<file path="src/rtl/adder_pkg.sv">
// adder_pkg: shared constants for the bit-serial adder controller.
// Holds the FSM state encoding and the default operand width.
package adder_pkg;

  // Default operand / sum width used when the parent does not override WIDTH.
  localparam int DEFAULT_WIDTH = 8;

  // Controller states.
  typedef enum logic [1:0] {
    ST_IDLE = 2'd0,
    ST_RUN  = 2'd1,
    ST_DONE = 2'd2
  } state_t;

endpackage

</file>
<file path="src/rtl/serial_fa_cell.sv">
// serial_fa_cell: 1-bit full adder shared by the serial adder controller.
// It is built from two half adders whose carries are ORed together.
// The half adder below is the reusable 1-bit cell it is assembled from.

module half_adder (
  input  logic i_a,
  input  logic i_b,
  output logic o_sum,
  output logic o_carry
);

  assign o_sum   = i_a ^ i_b;
  assign o_carry = i_a & i_b;

endmodule

module serial_fa_cell (
  input  logic i_a,
  input  logic i_b,
  input  logic i_cin,
  output logic o_sum,
  output logic o_cout
);

  logic w_partSum;
  logic w_partCarry;
  logic w_finalCarry;

  half_adder u_haFirst (
    .i_a     (i_a),
    .i_b     (i_b),
    .o_sum   (w_partSum),
    .o_carry (w_partCarry)
  );

  half_adder u_haSecond (
    .i_a     (w_partSum),
    .i_b     (i_cin),
    .o_sum   (o_sum),
    .o_carry (w_finalCarry)
  );

  // At most one of the two half-adder carries can be set, so OR is enough.
  assign o_cout = w_partCarry | w_finalCarry;

endmodule

</file>
<file path="src/rtl/serial_add_ctrl.sv">
// serial_add_ctrl: bit-serial WIDTH-bit adder using one shared full-adder cell.
// Operands are latched on start, then summed LSB first, one bit per clock.
// The result is shifted into sum from the top, and done pulses for one cycle.
// Optional macro SERIAL_ADD_SUB_EN adds the sub port (sum = a - b, cout = no borrow).

module serial_add_ctrl
  import adder_pkg::*;
#(
  parameter int WIDTH = DEFAULT_WIDTH
) (
  input  logic             clk,
  input  logic             rst_n,
  input  logic             start,
  input  logic [WIDTH-1:0] a,
  input  logic [WIDTH-1:0] b,
`ifdef SERIAL_ADD_SUB_EN
  input  logic             sub,
`endif
  output logic             busy,
  output logic             done,
  output logic [WIDTH-1:0] sum,
  output logic             cout
);

  localparam int CNT_W = (WIDTH > 1) ? $clog2(WIDTH) : 1;
  localparam logic [CNT_W-1:0] LAST_BIT = CNT_W'(WIDTH - 1);

  state_t           r_state;
  state_t           w_nextState;
  logic             w_accept;
  logic             w_lastBit;
  logic             w_subSel;

  logic [WIDTH-1:0] r_aShift;
  logic [WIDTH-1:0] r_bShift;
  logic [WIDTH-1:0] r_sum;
  logic [CNT_W-1:0] r_count;
  logic             r_carry;
  logic             r_cout;
  logic             r_busy;
  logic             r_done;

  logic             w_cellSum;
  logic             w_cellCout;

`ifdef SERIAL_ADD_SUB_EN
  assign w_subSel = sub;
`else
  assign w_subSel = 1'b0;
`endif

  serial_fa_cell u_cell (
    .i_a    (r_aShift[0]),
    .i_b    (r_bShift[0]),
    .i_cin  (r_carry),
    .o_sum  (w_cellSum),
    .o_cout (w_cellCout)
  );

  // State register; reset parks the controller in IDLE.
  always_ff @(posedge clk or negedge rst_n) begin
    if (!rst_n) begin
      r_state <= ST_IDLE;
    end else begin
      r_state <= w_nextState;
    end
  end

  // Next-state logic plus the accept / last-bit strobes that steer the datapath.
  always_comb begin
    w_nextState = r_state;
    w_accept    = 1'b0;
    w_lastBit   = 1'b0;
    case (r_state)
      ST_IDLE: begin
        if (start) begin
          w_nextState = ST_RUN;
          w_accept    = 1'b1;
        end
      end
      ST_RUN: begin
        if (r_count == LAST_BIT) begin
          w_nextState = ST_DONE;
          w_lastBit   = 1'b1;
        end
      end
      ST_DONE: begin
        w_nextState = ST_IDLE;
      end
      default: begin
        w_nextState = ST_IDLE;
      end
    endcase
  end

  // Registered status flags, derived from the upcoming state so they line up with it.
  always_ff @(posedge clk or negedge rst_n) begin
    if (!rst_n) begin
      r_busy <= 1'b0;
      r_done <= 1'b0;
    end else begin
      r_busy <= (w_nextState != ST_IDLE);
      r_done <= (w_nextState == ST_DONE);
    end
  end

  // Datapath: load operands on accept, then shift one bit pair through the cell per RUN cycle.
  // Subtraction loads the ones' complement of b and seeds the carry with 1.
  always_ff @(posedge clk or negedge rst_n) begin
    if (!rst_n) begin
      r_aShift <= '0;
      r_bShift <= '0;
      r_sum    <= '0;
      r_count  <= '0;
      r_carry  <= 1'b0;
      r_cout   <= 1'b0;
    end else if (w_accept) begin
      r_aShift <= a;
      r_bShift <= b ^ {WIDTH{w_subSel}};
      r_count  <= '0;
      r_carry  <= w_subSel;
    end else if (r_state == ST_RUN) begin
      r_aShift <= r_aShift >> 1;
      r_bShift <= r_bShift >> 1;
      r_sum    <= {w_cellSum, r_sum[WIDTH-1:1]};
      r_carry  <= w_cellCout;
      r_count  <= r_count + 1'b1;
      if (w_lastBit) begin
        r_cout <= w_cellCout;
      end
    end
  end

  assign busy = r_busy;
  assign done = r_done;
  assign sum  = r_sum;
  assign cout = r_cout;

endmodule
</file>
<file path="config.mk">
export PLATFORM = sky130hd
export DESIGN_NAME = serial_add_ctrl
export DESIGN_NICKNAME = d
export VERILOG_FILES = /design/src/rtl/adder_pkg.sv /design/src/rtl/serial_fa_cell.sv /design/src/rtl/serial_add_ctrl.sv
export SDC_FILE = /design/constraint.sdc
export NUM_CORES = 1
export LEC_CHECK = 0
export CELL_PAD_IN_SITES_DETAIL_PLACEMENT = 1
export CELL_PAD_IN_SITES_GLOBAL_PLACEMENT = 1
export CORE_MARGIN = 3
export CORE_UTILIZATION = 40
export DETAILED_ROUTE_END_ITERATION = 6
export GPL_TIMING_DRIVEN = 0
export HOLD_SLACK_MARGIN = 0.02
export PLACE_DENSITY_LB_ADDON = 0.1
export SYNTH_ARGS = -nofsm -noshare
export SYNTH_HDL_FRONTEND = slang
export SYNTH_SLANG_ARGS = --single-unit
</file>
<file path="constraint.sdc">
create_clock -name clk -period 1.5 [get_ports clk]
set_clock_uncertainty 0.1 [all_clocks]
set_input_delay 0.15 -clock clk [delete_from_list [all_inputs] [get_ports clk]]
set_output_delay 0.15 -clock clk [all_outputs]
set_load 0.01 [all_outputs]
</file>
After elaboration in Yosys (flattened, before gate mapping):

Cells that the tools add are included.
W data, S select, Z words.

* add/sub/neg operators: 1
* equality and inequality tests: 3
* mux-type cells: 15
* bitwise gates (word level): 6
* reduce and logical (&&, ||, !) cells: 5

Operator list (count)
* $mux W8: 4
* $mux W1: 6
* $mux W3: 2
* $mux W2: 2
* $pmux W2 S2: 1
* $reduce_bool A2 Y1: 2
* $add A3 B1 Y3 const B: 1
* $eq A3 B3 Y1 const B: 1
* $reduce_and A3 Y1: 1
* $and A1 B1 Y1: 2
* $eq A2 B1 Y1 const B: 1
* $eq A2 B2 Y1 const B: 1
* $logic_not A2 Y1: 1
* $reduce_and A2 Y1: 1
* $xor A1 B1 Y1: 2
* $not A1 Y1: 1
* $or A1 B1 Y1: 1

* register bits: 33
* bits of input ports: 19
* output and inout port bits: 11
* word-level logic and storage cells: 39

Logic depth before layout (Yosys ltp):

Gate-level depths: netlist of the first run.

* depth in word-level cells: 5
* gate-level depth with buffers: 6

Hierarchy:

Synthesis of the first run repeated with hierarchy kept, for this count alone.

* cell total of the unflattened synthesis: 100
* area total of the unflattened synthesis: 1466.4 sq um

Modules (own cells, without submodules)
* serial_add_ctrl: instances 1, cells an instance 97, area an instance 1435.1 sq um, seq. area each 825.8 sq um
* half_adder: instances 2, cells an instance 1, area an instance 12.5 sq um, seq. area each 0.0 sq um
* serial_fa_cell: instances 1, cells an instance 1, area an instance 6.3 sq um, seq. area each 0.0 sq um

Worst setup path after synthesis of the first run:

OpenSTA, ideal clock, no wires.

* kind: register -> register
* from: register r_count[0]
* to: register r_cout, in the netlist cout
* data arrival time: 1.134 ns
* required time: 1.275 ns
* slack: 0.141 ns
* stages on the path, launching flop included: 5
* cells stage by stage: dfrtp_1 > ha_1 > ha_1 > and2_4 > mux2_2

* longest elaborated chain between the ends: 4

RTL lines
* from (decl): RTL line serial_add_ctrl.sv:37 `logic [CNT_W-1:0] r_count;`
* from (signal assigned): RTL line serial_add_ctrl.sv:127 `r_count <= r_count + 1'b1;`
* $eq A3 B3 Y1: RTL line serial_add_ctrl.sv:82 `if (r_count == LAST_BIT) begin`
* $mux W1: RTL line serial_add_ctrl.sv:82
* $mux W1: RTL line serial_add_ctrl.sv:74 `case (r_state)`
* $reduce_and A3 Y1 (no line)
* to (signal assigned): RTL line serial_add_ctrl.sv:129 `r_cout <= w_cellCout;`
* to (decl): RTL line serial_add_ctrl.sv:39 `logic r_cout;`

Every way passes these cells.
A chain may end at the register's enable or synchronous reset.

Worst setup path in the final report of the first run:

* from: register r_sum[4], in the netlist sum[4]
* to: output port sum[4]

RTL lines
* from (decl): RTL line serial_add_ctrl.sv:36 `logic [WIDTH-1:0] r_sum;`
* from (signal assigned): RTL line serial_add_ctrl.sv:125 `r_sum <= {w_cellSum, r_sum[WIDTH-1:1]};`
* to (decl): RTL line serial_add_ctrl.sv:21 `output logic [WIDTH-1:0] sum,`

No word-level cell between the ends.

==> results.cfg, run 1 <==
[logic_synthesis]
ys_warn_count = 0
yosys-top-cells-area = dfrtp_1, nor3_2, nand2_1
ys_types = 28
yosysTopAreaCellShare_pct = 52.05
syn_nets = 165
syn-cell-area_mm2 = 0.001587
synth_edf_count = 0
async_flop_share_pct = 100.0
synth_area_leader_cell = dfrtp_1
synth.most_common_cell = dfrtp_1
synthTopCellsByCount = dfrtp_1, nand2_1, nor3_1
synth_cells = 143
ys.flop_type = dfrtp_1
ys_ff_latch = 33
seq_area_frac_synth_pct = 52.05
syn_area_per_cell_um2 = 11.09

[setup_path]
crit_required_ps = 1250
crit_family = buffers and inverters
worstPathMaxFanout = 3
crit_arrival_ps = 1200
worstPathBufferInverterCount = 1
cp_slowest_cell = clkdlybuf4s50_1
rrSetupSlack_ps = 70
endpoint_kind = primary output
cp-start-kind = flop
critical-path-max-stage-delay_ps = 550
path_cells = clkdlybuf4s50_1
r2r_start = r_count[0]$_DFFE_PN0P_
worst-setup-path-type = reg -> out
startpoint = sum[4]$_DFFE_PN0P_

[detailed_routing]
first_pass_iters = 4
drtIter0Drc = 72
post_drt_via_cell_ratio = 5.088
final_antenna_net_count = 0
drc = 0
wl_um = 3422
avgRoutedWirePerCell_um = 15.01
vias = 1160

[cells_and_area]
nets = 202
nFillCells = 420
multi_input_area_um2 = 650.6
fin_cells = 228
area_growth_syn_to_layout_pct = 28.47
seqCellArea_um2 = 825.8
final_util_pct = 54.45
drive_above_1_share_pct = 20.00
fin_area_mm2 = 0.002038
diodes = 0

[timing]
final_max_slew_viol_count = 0
period_share_pct = 96.46
setup_slack_ps = 53.07
period_minus_slack_ps = 1447
tightest_slew_ps = 766.2
clock.fmax_ghz = 0.6911
setup_viol = 0
hold_violations = 0
max_slew_margin_pct = 48.92
setup_tns_ps = 0
rsz0062_at_grt = false
hold_ws_ps = 127.9

[die]
die_w_um = 68.98
core_area_mm2 = 0.003744
die_area_mm2 = 0.004758
initial_core_util_pct = 42.38
pin_count = 30
fp-row-count = 22
die_h_um = 68.98

[power_and_ir_drop]
switching_power_mw = 1.385
p_total_mw = 3.922
p_per_area_mw_per_mm2 = 1924
vdd_ir_drop_max_uv = 941.9
leakage_nw = 0.9676
clockPowerShare_pct = 17.0
p_int_mw = 2.537
p_seq_share_pct = 39.9
p_comb_share_pct = 43.1
power.share.switching_pct = 35.31

[cts]
clock_path_buffers = 2
clk_latency_ps = 280
numCtsBuffers = 5
clk_pin_slew_ps = 60
cts_tree = done
htreeDepth = 2
cts_sinks = 33
cts-root-buf = clkbuf_8

[global_route]
grt_use_total_pct = 17.39
antenna_found_initial = 0
grt_pass1_wl_um = 5837
grt-ovfl-total = 0
grt_max_degree = 34
grt_pass1_vias = 1238

[hold_path]
hold_start = start
hold_class = in -> reg

[placement]
gp_congestion = 0.7441
dpl_worst_slack_ps = 64.29
dp_hpwl_um = 2420
dp.cells = 219
io_buffers = 28
placedInstanceArea_mm2 = 0.001922

[flow_run]
drv_cap = 0

[status]
status = completed
## placed cells by master, fill, tap and decap left out
cell type        Yosys  layout
o21bai_4             1       1
dlymetal6s2s_1       0       5
nor3b_1             12      12
nor4b_1              2       2
clkdlybuf4s50_1      0      22
a32o_1               2       2
and2_1               1       1
o32ai_1              2       2
nor2b_4              1       1
nand2_1             25      25
o21ai_0              1       1
clkbuf_1             0       1
and2_4               1       1
buf_12               1       1
nand2b_4             1       1
buf_4                1       2
clkbuf_8             2       8
buf_6                3       3
nor2_1              13      13
dfrtp_1             33      33
a22o_1               3       3
inv_4                1       1
mux2_2               1       1
buf_2                3       4
nor3_1              14      14
ha_1                 2       2
a21oi_1              1       1
nor2b_1              2       2
nand2b_1             1       1
nor3_2              12      12
dlygate4sd3_1        0       1
fa_1                 1       1
## worst paths after layout
check | cells past startpoint | end
min reg2reg | 2 | sum[0]$_DFFE_PN0P_
max | 1 | sum[4]
min in group asynchronous | 2 | sum[0]$_DFFE_PN0P_
max in group asynchronous | 2 | cout$_DFFE_PN0P_
max reg2reg | 4 | cout$_DFFE_PN0P_
min | 2 | r_aShift[7]$_DFFE_PN0P_
## repair_timing
action                     in CTS  in global routing
setup endpoints to repair       0                  6
hold buffers                    1                  0
hold endpoints to repair       33                  0
buffers inserted                0                  1
gates resized for setup         0                  5
## area by class of cell
type | count | share of cell area (%)
multi-input cells | 99 | 31.92
plain buffers | 10 | 5.095
repair buffers | 30 | 14.98
flip-flops and latches | 33 | 40.52
well taps | 48 | 2.947
clock buffers | 7 | 4.236
inverters | 1 | 0.3069
## layer usage
| layer | track usage [%] | part of all wire [%] | up-vias |
|---|---|---|---|
| li1 | - | - | 563 |
| met1 | 20.97 | 47 | 572 |
| met2 | 28.10 | 48 | 20 |
| met3 | 6.483 | 3.7 | 5 |
| met4 | 6.813 | 1.4 | 0 |
| met5 | 0 | 0 | - |
## kinds of logic after synthesis
kind of cell | after synthesis | share of synthesized area (%)
flip-flops | 33 | 52.05
AO/OA/AOI/OAI | 10 | 5.836
AND/OR/NAND/NOR | 85 | 31.63
multiplexers | 1 | 0.7097
buffers and inverters | 11 | 6.940
adder cells (fa/ha/maj) | 3 | 2.839
## state kept, by name (all words and copies together), names as in the netlist
| signal | flops |
|---|---|
| r_aShift | 8 |
| busy | 1 |
| cout | 1 |
| r_bShift | 8 |
| r_count | 3 |
| r_state | 2 |
| r_carry | 1 |
| sum | 8 |
| done | 1 |
## power groups by stage
stage | Clock [mW] | Sequential (mW) | Combinational, mW
2_1_floorplan | 0 | 1.59 | 1.08
3_3_place_gp | 0 | 1.55 | 1.66
3_5_place_dp | 0 | 1.58 | 1.71
4_1_cts | 0.693 | 1.57 | 1.72
5_1_grt | 0.742 | 1.62 | 1.92
6_report | 0.668 | 1.56 | 1.69
Note: power is estimated with default switching activity, not from simulation.
==> run 2: changes to the inputs <==
--- a/config.mk
+++ b/config.mk
@@ -12,2 +12,3 @@
 export DETAILED_ROUTE_END_ITERATION = 6
+export GPL_ROUTABILITY_DRIVEN = 0
 export GPL_TIMING_DRIVEN = 0
==> constraint.sdc (replaced) <==
create_clock -name clk -period 1.5 [get_ports clk]
set_clock_uncertainty 0.1 [all_clocks]
set_input_delay 0.375 -clock clk [delete_from_list [all_inputs] [get_ports clk]]
set_output_delay 0.375 -clock clk [all_outputs]
set_load 0.01 [all_outputs]
==> run 2 against run 1 <==
Net effect:
- count of clock-buffer cells in the layout did not move
- non-clock buffer count decreased by 1
- hold slack got worse by 73 ps
- design area decreased by 1.8%
- maximum frequency barely moved
- die area unchanged
- first-iteration DRC count down 11%
- flip-flop and latch count stayed put
- total power down 2.0%
- cell count fell by 0.44%
- clock power hardly changed
- critical path depth did not move
- critical path type unchanged
==> results.cfg, run 2 (synthesis gave the netlist of run 1 again) <==
[status]
status = completed

[setup_path]
crit_arrival_ps = 970
r2r_start = r_count[0]$_DFFE_PN0P_
critical-path-max-stage-delay_ps = 400
rr_worst_depth = 4
worstPathBufferInverterCount = 1
endpoint_kind = primary output
crit_required_ps = 1020
rrSetupSlack_ps = 70
crit_family = flip-flops
worstPathMaxFanout = 3
cp_slowest_cell = dfrtp_1
timing.rr.end = cout$_DFFE_PN0P_
worst-setup-path-type = reg -> out
cp-start-kind = flop
path_cells = dlygate4sd2_1

[timing]
hold_ws_ps = 55.19
max_slew_margin_pct = 49.78
setup_viol = 0
period_minus_slack_ps = 1446
period_share_pct = 96.41
clock.fmax_ghz = 0.6915
rsz0062_at_grt = false
setup_slack_ps = 53.85
hold_violations = 0
final_max_slew_viol_count = 0
tightest_slew_ps = 753.3

[die]
core_area_mm2 = 0.003744
initial_core_util_pct = 42.38
die_area_mm2 = 0.004758
die_h_um = 68.98
fp-row-count = 22
pin_count = 30
die_w_um = 68.98

[placement]
dpl_worst_slack_ps = 31.06
io_buffers = 28
dp_hpwl_um = 2420

[cts]
clk_latency_ps = 280
htreeDepth = 2
clk_pin_slew_ps = 70
cts-root-buf = clkbuf_8
cts_tree = done
clock_path_buffers = 2
ctsHoldBuffers = 0
cts_sinks = 33
numCtsBuffers = 5

[detailed_routing]
first_pass_iters = 4
wl_um = 3408
post_drt_via_cell_ratio = 5.079
final_antenna_net_count = 0
avgRoutedWirePerCell_um = 15.01
wl_met1_um = 1591
drc = 0
vias = 1153
drtIter0Drc = 64
met3_length_um = 133
dr.max_layer_used = met4
met2_wirelength_um = 1634

[cells_and_area]
final_util_pct = 53.48
drive_above_1_share_pct = 20.11
nFillCells = 431
final_common_cell = dfrtp_1
diodes = 0
most-common-layout-cells = dfrtp_1, nand2_1, clkdlybuf4s50_1
area_growth_syn_to_layout_pct = 26.18
nets = 201

[flow_run]
drv_cap = 0

[power_and_ir_drop]
vdd_ir_drop_max_uv = 931.9
p_per_area_mw_per_mm2 = 1919
p_total_mw = 3.843
leakage_nw = 0.9293

[global_route]
grt_pass1_wl_um = 5837
grt_pass1_vias = 1226
antenna_found_initial = 0
grt_use_total_pct = 17.39
grt-ovfl-total = 0
grt_max_degree = 34

[hold_path]
hold_class = in -> async
[run 2: cell count changes in the layout (fill, tap and decap cells not counted)]
cell	change
dlygate4sd3_1	-1
dlymetal6s2s_1	-5
clkdlybuf4s50_1	-6
dlygate4sd2_1	+11
[run 2: metrics by stage]
step                area (um2)  TNS, ps  instances
floorplan                 1587        0        143
global placement          1927   -23860        219
detailed placement        1922        0        219
CTS                       1994        0        226
global route              2002        0        227
finish                    2002        0        227
[run 2: final cells by class]
| type | instances | area, um2 | share of cell area, % |
|---|---|---|---|
| Inverter | 1 | 6.256 | 0.3125 |
| Multi-Input combinational cell | 99 | 650.6 | 32.50 |
| Sequential cell | 33 | 825.8 | 41.25 |
| Tap cell | 48 | 60.06 | 3.000 |
| Clock buffer | 7 | 86.33 | 4.313 |
| Buffer | 10 | 103.9 | 5.188 |
| Timing Repair Buffer | 29 | 269.0 | 13.44 |
[run 2: worst max path at each step]
stage,start,endpoint,cells past startpoint
after floorplan,r_count[0]$_DFFE_PN0P_,cout$_DFFE_PN0P_,4
after global placement,rst_n,r_bShift[4]$_DFFE_PN0P_,1
after detailed placement,start,r_bShift[6]$_DFFE_PN0P_,6
after CTS,sum[7]$_DFFE_PN0P_,sum[7],1
after global routing,r_state[0]$_DFF_PN0_,r_bShift[6]$_DFFE_PN0P_,4
final,sum[7]$_DFFE_PN0P_,sum[7],1
[run 2: what timing repair did]
item / 4_1_cts / 5_1_grt
cloned: 0 / 0
buffers inserted: 0 / 1
setup endpoints to repair: 11 / 1
endpoints found under the hold margin: 0 / 0
resized for setup: 11 / 0
[run 2: metal layers]
| metal | track usage, % | vias up |
|---|---|---|
| met4 | 6.813 | 0 |
| met1 | 21.17 | 568 |
| met2 | 27.86 | 20 |
| met5 | 0 | - |
| met3 | 6.483 | 5 |
| li1 | - | 560 |
[run 2: power breakdown]
| part | switching (mW) | internal, mW |
|---|---|---|
| Sequential | 0.264 | 1.30 |
| Clock | 0.305 | 0.364 |
| Combinational | 0.812 | 0.801 |
==> run 3: changes to the inputs <==
CTS_CLUSTER_DIAMETER = 30   (was not set)
PLACE_DENSITY = 0.76   (was not set)
PLACE_DENSITY_LB_ADDON = not set   (was 0.1)
==> run 3 against run 2 <==
Net effect:
- first-iteration DRC count shrank 4.7%
- sequential power about the same
- cell count rose by 0.44%
- sequential share of layout area hardly changed
- critical path type unchanged
==> results.cfg, run 3 (synthesis gave the netlist of run 1 again) <==
[die]
fp-row-count = 22
pin_count = 30
die_w_um = 68.98
core_area_mm2 = 0.003744
die_area_mm2 = 0.004758
die_h_um = 68.98
initial_core_util_pct = 42.38

[status]
status = completed

[timing]
clock.fmax_ghz = 0.6878
hold_violations = 0
setup_viol = 0
period_minus_slack_ps = 1454
final_max_slew_viol_count = 0
tightest_slew_ps = 756.5
max_slew_margin_pct = 49.57
hold_ws_ps = 61.67
period_share_pct = 96.93
rsz0062_at_grt = false

[setup_path]
endpoint_kind = primary output
worstPathBufferInverterCount = 1
critical-path-max-stage-delay_ps = 400
r2r_start = r_count[0]$_DFFE_PN0P_
worstSetupEndpoint = sum[7]
worst-setup-path-type = reg -> out
crit_arrival_ps = 980
rrSetupSlack_ps = 90
path_depth = 1
timing.rr.end = cout$_DFFE_PN0P_
crit_required_ps = 1020
crit_family = flip-flops
worstPathMaxFanout = 3
cp-start-kind = flop
rr_worst_depth = 4
cp_slowest_cell = dfrtp_1
path_cells = dlygate4sd2_1
startpoint = sum[7]$_DFFE_PN0P_

[cells_and_area]
drive_above_1_share_pct = 20.00
most-common-layout-cells = dfrtp_1, nand2_1, clkdlybuf4s50_1
area_growth_syn_to_layout_pct = 26.10
final_common_cell = dfrtp_1
fin_cells = 228
nets = 201
nFillCells = 426
final_util_pct = 53.44
diodes = 0

[detailed_routing]
drc = 0
wl_um = 3515
drtIter0Drc = 61
post_drt_via_cell_ratio = 5.224
vias = 1191
first_pass_iters = 4
final_antenna_net_count = 0
avgRoutedWirePerCell_um = 15.42

[power_and_ir_drop]
p_total_mw = 3.837
vdd_ir_drop_max_uv = 855.0
leakage_nw = 0.9271
p_per_area_mw_per_mm2 = 1918

[cts]
cts_sinks = 33
numCtsBuffers = 5
clock_path_buffers = 2
cts-root-buf = clkbuf_8
htreeDepth = 2
clk_pin_slew_ps = 60
cts_tree = done
clk_latency_ps = 280

[hold_path]
hold_class = in -> async

[global_route]
grt_pass1_wl_um = 5934
grt_pass1_vias = 1208
grt-ovfl-total = 0
grt_use_total_pct = 17.60
grt_max_degree = 34
antenna_found_initial = 0

[placement]
dp.cells = 219
io_buffers = 28
dp_hpwl_um = 2514

[flow_run]
drv_cap = 0
-- run 3: cell count changes in the layout (fill, tap and decap cells not counted) --
cell      change
nor3b_2       +1
nor3b_1       -1
clkbuf_1      +2
clkbuf_8      -1
-- run 3: metrics by stage --
step	worst slack (ps)	area [um2]	TNS, ps
2_1_floorplan	140.9	1587	0
6_report	46.10	2001	0
3_3_place_gp	-718.6	1927	-23680
5_1_grt	1.828	2001	0
4_1_cts	33.22	1988	0
3_5_place_dp	36.48	1922	0
-- run 3: final cells by class --
type                       instances  area (um2)  share of cell area (%)
inverter                           1       6.256                  0.3127
sequential                        33       825.8                   41.28
buffer                            10       103.9                   5.191
timing repair buffer              29       269.0                   13.45
tap                               48       60.06                   3.002
multi-input combinational         99       655.6                   32.77
clock buffer                       8       80.08                   4.002
-- run 3: repair_timing --
item,4_1_cts,5_1_grt
endpoints found under the setup margin,11,2
hold buffers,0,0
setup buffers,0,1
resized for setup,11,1
-- run 3: worst min path at each step --
stage	startpoint	to	slack, ps
finish	rst_n	sum[3]$_DFFE_PN0P_	60
global route	rst_n	sum[3]$_DFFE_PN0P_	110
CTS	rst_n	sum[3]$_DFFE_PN0P_	80
detailed placement	sum[0]$_DFFE_PN0P_	sum[0]$_DFFE_PN0P_	370
global placement	sum[0]$_DFFE_PN0P_	sum[0]$_DFFE_PN0P_	360
floorplan	rst_n	busy$_DFF_PN0_	-20
-- run 3: power breakdown --
| group | total (mW) | internal, mW | switching, mW |
|---|---|---|---|
| registers | 1.56 | 1.30 | 0.261 |
| clock network | 0.626 | 0.329 | 0.297 |
| logic | 1.65 | 0.809 | 0.843 |
-- run 3: layer usage --
metal / wire length, um / vias up / track usage [%] / share of wire, %
met2: 1782 / 25 / 27.14 / 51
met3: 167 / 4 / 4.862 / 4.8
met5: 0 / - / 0 / 0
met4: 47 / 0 / 8.029 / 1.3
met1: 1518 / 602 / 22.90 / 43
li1: - / 560 / - / -
